`src/rtl/axis_frame_arb.sv`:
```
// axis_frame_arb: two-port AXI-Stream frame arbiter with frame locking.
// A grant is held from the first beat of a frame until its tlast beat, so the
// beats of one frame are never interleaved with the other port. When both ports
// are waiting, the port that did not send the last frame is served first.
// The output is a single register stage; each grant costs one bubble cycle.
// Optional build macro: AXIS_FRAME_ARB_DROP_LAST_EN. When it is defined, the
// tlast beat of each frame is consumed (it ends the lock and counts the frame)
// but is not forwarded, so m_axis_tlast stays 0.
module axis_frame_arb #(
   parameter int DATA_WIDTH = 64,
   parameter int CNT_WIDTH  = 16
) (
   input  logic                  clk,
   input  logic                  rst,
   input  logic                  arb_en,
   input  logic [DATA_WIDTH-1:0] s0_axis_tdata,
   input  logic                  s0_axis_tlast,
   input  logic                  s0_axis_tvalid,
   output logic                  s0_axis_tready,
   input  logic [DATA_WIDTH-1:0] s1_axis_tdata,
   input  logic                  s1_axis_tlast,
   input  logic                  s1_axis_tvalid,
   output logic                  s1_axis_tready,
   input  logic                  m_axis_tready,
   output logic [DATA_WIDTH-1:0] m_axis_tdata,
   output logic                  m_axis_tlast,
   output logic                  m_axis_tvalid,
   output logic [1:0]            grant,
   output logic [CNT_WIDTH-1:0]  frame_cnt0,
   output logic [CNT_WIDTH-1:0]  frame_cnt1
);

   typedef enum logic [1:0] {IDLE, LOCK0, LOCK1} state_t;

   state_t                r_state;
   logic [1:0]            r_grant;
   logic                  r_prio;       // 0: port 0 wins a tie, 1: port 1 wins
   logic [CNT_WIDTH-1:0]  r_cnt0;
   logic [CNT_WIDTH-1:0]  r_cnt1;
   logic [DATA_WIDTH-1:0] r_m_tdata;
   logic                  r_m_tlast;
   logic                  r_m_tvalid;

   logic                  w_out_free;
   logic                  w_acc0;
   logic                  w_acc1;
   logic                  w_accept;
   logic [DATA_WIDTH-1:0] w_acc_data;
   logic                  w_acc_last;
   logic                  w_load;

   // The output register can take a new beat when empty or being drained now.
   assign w_out_free     = !r_m_tvalid || m_axis_tready;
   assign s0_axis_tready = (r_state == LOCK0) && w_out_free;
   assign s1_axis_tready = (r_state == LOCK1) && w_out_free;

   assign w_acc0     = s0_axis_tvalid && s0_axis_tready;
   assign w_acc1     = s1_axis_tvalid && s1_axis_tready;
   assign w_accept   = w_acc0 || w_acc1;
   assign w_acc_data = w_acc1 ? s1_axis_tdata : s0_axis_tdata;
   assign w_acc_last = w_acc1 ? s1_axis_tlast : s0_axis_tlast;

`ifdef AXIS_FRAME_ARB_DROP_LAST_EN
   // The closing beat is swallowed; only the body of the frame reaches the output.
   assign w_load = w_accept && !w_acc_last;
`else
   assign w_load = w_accept;
`endif

   // Arbitration FSM: grant, tie-break pointer and per-port completed-frame counters.
   always_ff @(posedge clk or posedge rst) begin
      if (rst) begin
         r_state <= IDLE;
         r_grant <= 2'b00;
         r_prio  <= 1'b0;
         r_cnt0  <= '0;
         r_cnt1  <= '0;
      end else begin
         case (r_state)
            IDLE: begin
               if (arb_en && s0_axis_tvalid && (!s1_axis_tvalid || !r_prio)) begin
                  r_state <= LOCK0;
                  r_grant <= 2'b01;
               end else if (arb_en && s1_axis_tvalid) begin
                  r_state <= LOCK1;
                  r_grant <= 2'b10;
               end
            end
            LOCK0: begin
               if (w_acc0 && s0_axis_tlast) begin
                  r_state <= IDLE;
                  r_grant <= 2'b00;
                  r_prio  <= 1'b1;
                  r_cnt0  <= r_cnt0 + 1'b1;
               end
            end
            LOCK1: begin
               if (w_acc1 && s1_axis_tlast) begin
                  r_state <= IDLE;
                  r_grant <= 2'b00;
                  r_prio  <= 1'b0;
                  r_cnt1  <= r_cnt1 + 1'b1;
               end
            end
            default: begin
               r_state <= IDLE;
               r_grant <= 2'b00;
            end
         endcase
      end
   end

   // Output register: load on an accepted beat, otherwise empty once drained.
   always_ff @(posedge clk or posedge rst) begin
      if (rst) begin
         r_m_tdata  <= '0;
         r_m_tlast  <= 1'b0;
         r_m_tvalid <= 1'b0;
      end else if (w_load) begin
         r_m_tdata  <= w_acc_data;
`ifdef AXIS_FRAME_ARB_DROP_LAST_EN
         r_m_tlast  <= 1'b0;
`else
         r_m_tlast  <= w_acc_last;
`endif
         r_m_tvalid <= 1'b1;
      end else if (m_axis_tready) begin
         r_m_tvalid <= 1'b0;
      end
   end

   assign m_axis_tdata  = r_m_tdata;
   assign m_axis_tlast  = r_m_tlast;
   assign m_axis_tvalid = r_m_tvalid;
   assign grant         = r_grant;
   assign frame_cnt0    = r_cnt0;
   assign frame_cnt1    = r_cnt1;

endmodule

```
`config.mk`:
```
export PLATFORM = sky130hd
export DESIGN_NAME = axis_frame_arb
export DESIGN_NICKNAME = d
export VERILOG_FILES = /design/src/rtl/axis_frame_arb.sv
export SDC_FILE = /design/constraint.sdc
export NUM_CORES = 1
export LEC_CHECK = 0
export BUFFER_PORTS_ARGS = -buffer_cell sky130_fd_sc_hd__buf_2
export CAP_MARGIN = 20
export CORE_MARGIN = 5
export CORE_UTILIZATION = 30
export CTS_CLUSTER_DIAMETER = 50
export DETAILED_ROUTE_END_ITERATION = 12
export GPL_ROUTABILITY_DRIVEN = 0
export PLACE_DENSITY_LB_ADDON = 0.1
export SLEW_MARGIN = 5
export SYNTH_ARGS = -nofsm -noshare
export SYNTH_HDL_FRONTEND = slang
export SYNTH_SLANG_ARGS = --single-unit
```
`constraint.sdc`:
```
create_clock -name clk -period 4 [get_ports clk]
set_input_delay 1.2 -clock clk [delete_from_list [all_inputs] [get_ports clk]]
set_output_delay 1.2 -clock clk [all_outputs]
set_load 0.02 [all_outputs]
```
==> metrics <==
first-pass GRT wire length 23200 um; starting DRC count in detailed routing 200; worst slew pin tran 0.740 ns; count of hold-fix buffers inserted at cts 0; clock net sink count 101; Initial Utilization 0.304; # resized after CTS 0; PwrDens 711 nW/um2; run status complete, no violations; sequential area share after synthesis 0.548; Arrival @ worst endpoint 1.83 ns; final worst-path cycle share 0.757; synthesis-to-layout area growth 35.5%; post-synthesis area per instance 9.09 um2; Yosys cell types 29; area inside the core boundary 15100 um2; minimum period implied by the final worst setup slack 3.03 ns; port buffer count 237; Static Leak 3.31 nW; Setup TNS Final 0 ns; vias in the first global route 4440; clock transition time at the flip-flop clock pins of the worst setup and hold paths 0.06 ns; HPWL Detailed 10800 um; Max transition margin 0.507; crit path max fanout 3; number of endpoints failing setup at the final stage 0; die footprint 17900 um2; DRT Pass-1 Iters 4; Die Span Y 134 um; hold violation total from the final report 0; highest attainable clock frequency 330 MHz; proportion of layout cells with a drive suffix above 1 0.365; clock tree from TritonCTS yes; post-route worst setup slack 0.970 ns; net count after synthesis 645; DR vias/cell 4.81; buffer levels on the longest clock path 2; RSZ-0062 raised after global routing false; total congestion overflow 0; met3 usage in global routing 0.0491; total non-filler cell area in the finished layout 6250 um2; synthesized area 4610 um2; CTS buffer count 9; clk_lat worst skew 0.34 ns; largest vdd supply drop 320 uV; class of the tightest hold or removal check flop to flop; setup slack on the worst flop-to-flop path 1.97 ns; number of warnings printed during yosys synthesis 0; routing usage on met1 0.201; Seq cells post-synth 101; CP Launch Type primary input; Setup Buffers After CTS 0; number of maximum-capacitance violations 0; Detail Route Antenna Nets 0; drt drc 0; Die W 134 um; number of nets in the layout 869; largest net degree at the start of global routing 68; final cell utilization of the core 0.412; average wire per standard cell 16.0 um; Data required, critical path 2.80 ns; Mapped Cells 507; drt total wl 14800 um; worst slack, placed 0.965 ns; number of filler instances in the final layout 1562; row count 45; Final Slew Violations 0; number of antenna violations at the first check in global routing 2; post-route clock skew 0.00402 ns; placed standard-cell area 5950 um2; met2 track utilization from global routing 0.266; kind of capture point of the worst setup path output pin; io pins 238; H-tree depth 3; routing layer with the top usage in global route met2; via count 4445; leading cell type in the layout, fill and taps excluded sky130_fd_sc_hd__buf_2; most used cells in the layout excluding fill and tap cells sky130_fd_sc_hd__buf_2, sky130_fd_sc_hd__a21oi_1, sky130_fd_sc_hd__dfrtp_1, sky130_fd_sc_hd__nand2_1, sky130_fd_sc_hd__nor2_1; GRT Overall Usage 0.162; category of the critical setup timing path primary input to output pin; Clock Root Buffer sky130_fd_sc_hd__clkbuf_16
## logic make-up (layout without fill, tap and decap cells)
logic type | after synthesis | after routing | synth area share
flops | 101 | 101 | 0.548
simple gates | 207 | 207 | 0.204
fa+ha+maj | 2 | 2 | 0.00543
other cells | 0 | 1 | 0
mux | 1 | 1 | 0.00244
xor+xnor | 30 | 30 | 0.0570
buf+inv | 34 | 263 | 0.0391
compound gates | 132 | 132 | 0.144
## final timing paths
| kind | start | end | depth (start not counted) |
|---|---|---|---|
| max in group asynchronous | rst | frame_cnt1[1] | 3 |
| min in group asynchronous | rst | frame_cnt0[15] | 2 |
| worst max-delay path | m_axis_tready | s1_axis_tready | 4 |
| worst min-delay path | frame_cnt1[15] | frame_cnt1[15] | 1 |
| worst max register to register | m_axis_tvalid | m_axis_tdata[41] | 6 |
| worst min register to register | frame_cnt1[15] | frame_cnt1[15] | 1 |
## synth_stat cells
cell,n,area (um2)
sky130_fd_sc_hd__dfrtp_1,101,2530
sky130_fd_sc_hd__nor2b_2,1,8.76
sky130_fd_sc_hd__nand2_1,82,308
sky130_fd_sc_hd__a22oi_1,1,7.51
sky130_fd_sc_hd__nor4_1,3,18.8
sky130_fd_sc_hd__buf_6,3,33.8
sky130_fd_sc_hd__nand3_2,1,10.0
sky130_fd_sc_hd__ha_1,2,25.0
sky130_fd_sc_hd__and4_1,4,35.0
sky130_fd_sc_hd__buf_4,2,15.0
sky130_fd_sc_hd__inv_1,3,11.3
sky130_fd_sc_hd__nand3_1,12,60.1
sky130_fd_sc_hd__nand4b_1,1,8.76
sky130_fd_sc_hd__buf_2,18,90.1
sky130_fd_sc_hd__and3_1,9,56.3
sky130_fd_sc_hd__nor2_1,69,259
sky130_fd_sc_hd__nor4b_2,1,15.0
sky130_fd_sc_hd__and2_1,3,18.8
sky130_fd_sc_hd__and2b_4,1,10.0
sky130_fd_sc_hd__clkbuf_1,8,30.0
sky130_fd_sc_hd__mux2_2,1,11.3
sky130_fd_sc_hd__xor2_1,15,131
sky130_fd_sc_hd__a21oi_1,130,651
sky130_fd_sc_hd__nand2b_1,2,12.5
sky130_fd_sc_hd__nor3_1,8,40.0
sky130_fd_sc_hd__nand4_4,1,21.3
sky130_fd_sc_hd__a211oi_1,1,7.51
sky130_fd_sc_hd__xnor2_1,15,131
sky130_fd_sc_hd__nand4_1,9,56.3
## through the flow
stage / hold slack [ns] / power [mW] / instances
after floorplan: 0.461 / 2.91 / 507
after global placement: 0.453 / 3.60 / 908
after detailed placement: 0.459 / 3.63 / 908
after CTS: 0.474 / 4.52 / 924
after global routing: 0.499 / 4.76 / 925
final: 0.469 / 4.44 / 925
## sequential cells by signal (all words and copies together) (netlist names)
register and flops:
m_axis_tdata 64, r_prio 1, grant 2, frame_cnt1 16, m_axis_tvalid 1, m_axis_tlast 1, frame_cnt0 16
## worst max-delay path: stages
cell and delay [ns]:
sky130_fd_sc_hd__buf_2 0.10, sky130_fd_sc_hd__nand2b_1 0.19, sky130_fd_sc_hd__and2_1 0.18, sky130_fd_sc_hd__buf_2 0.16
## area by class of cell
type                    instances  area, um2  share of cell area
well taps                     188        235              0.0377
diodes                          1       2.50            0.000401
multi-input cells             372       1910               0.306
flip-flops and latches        101       2530               0.405
inverters                       3       13.8             0.00220
clock buffers                  11        243              0.0389
clock inverters                 5       50.0             0.00801
repair buffers                244       1260               0.202
## layer usage
layer  wire [um]  part of all wire
met1        6260              0.42
met2        7070              0.48
met3        1190             0.080
met4         296             0.020
met5          13           0.00088
## report_power, final
part           switching (mW)  leakage [nW]  internal (mW)  total (mW)
Combinational            1.26          1.90          0.670        1.93
Clock                   0.367         0.149          0.498       0.865
Sequential              0.224          1.25           1.42        1.64
No activity file was read; power rests on OpenSTA's default activity.
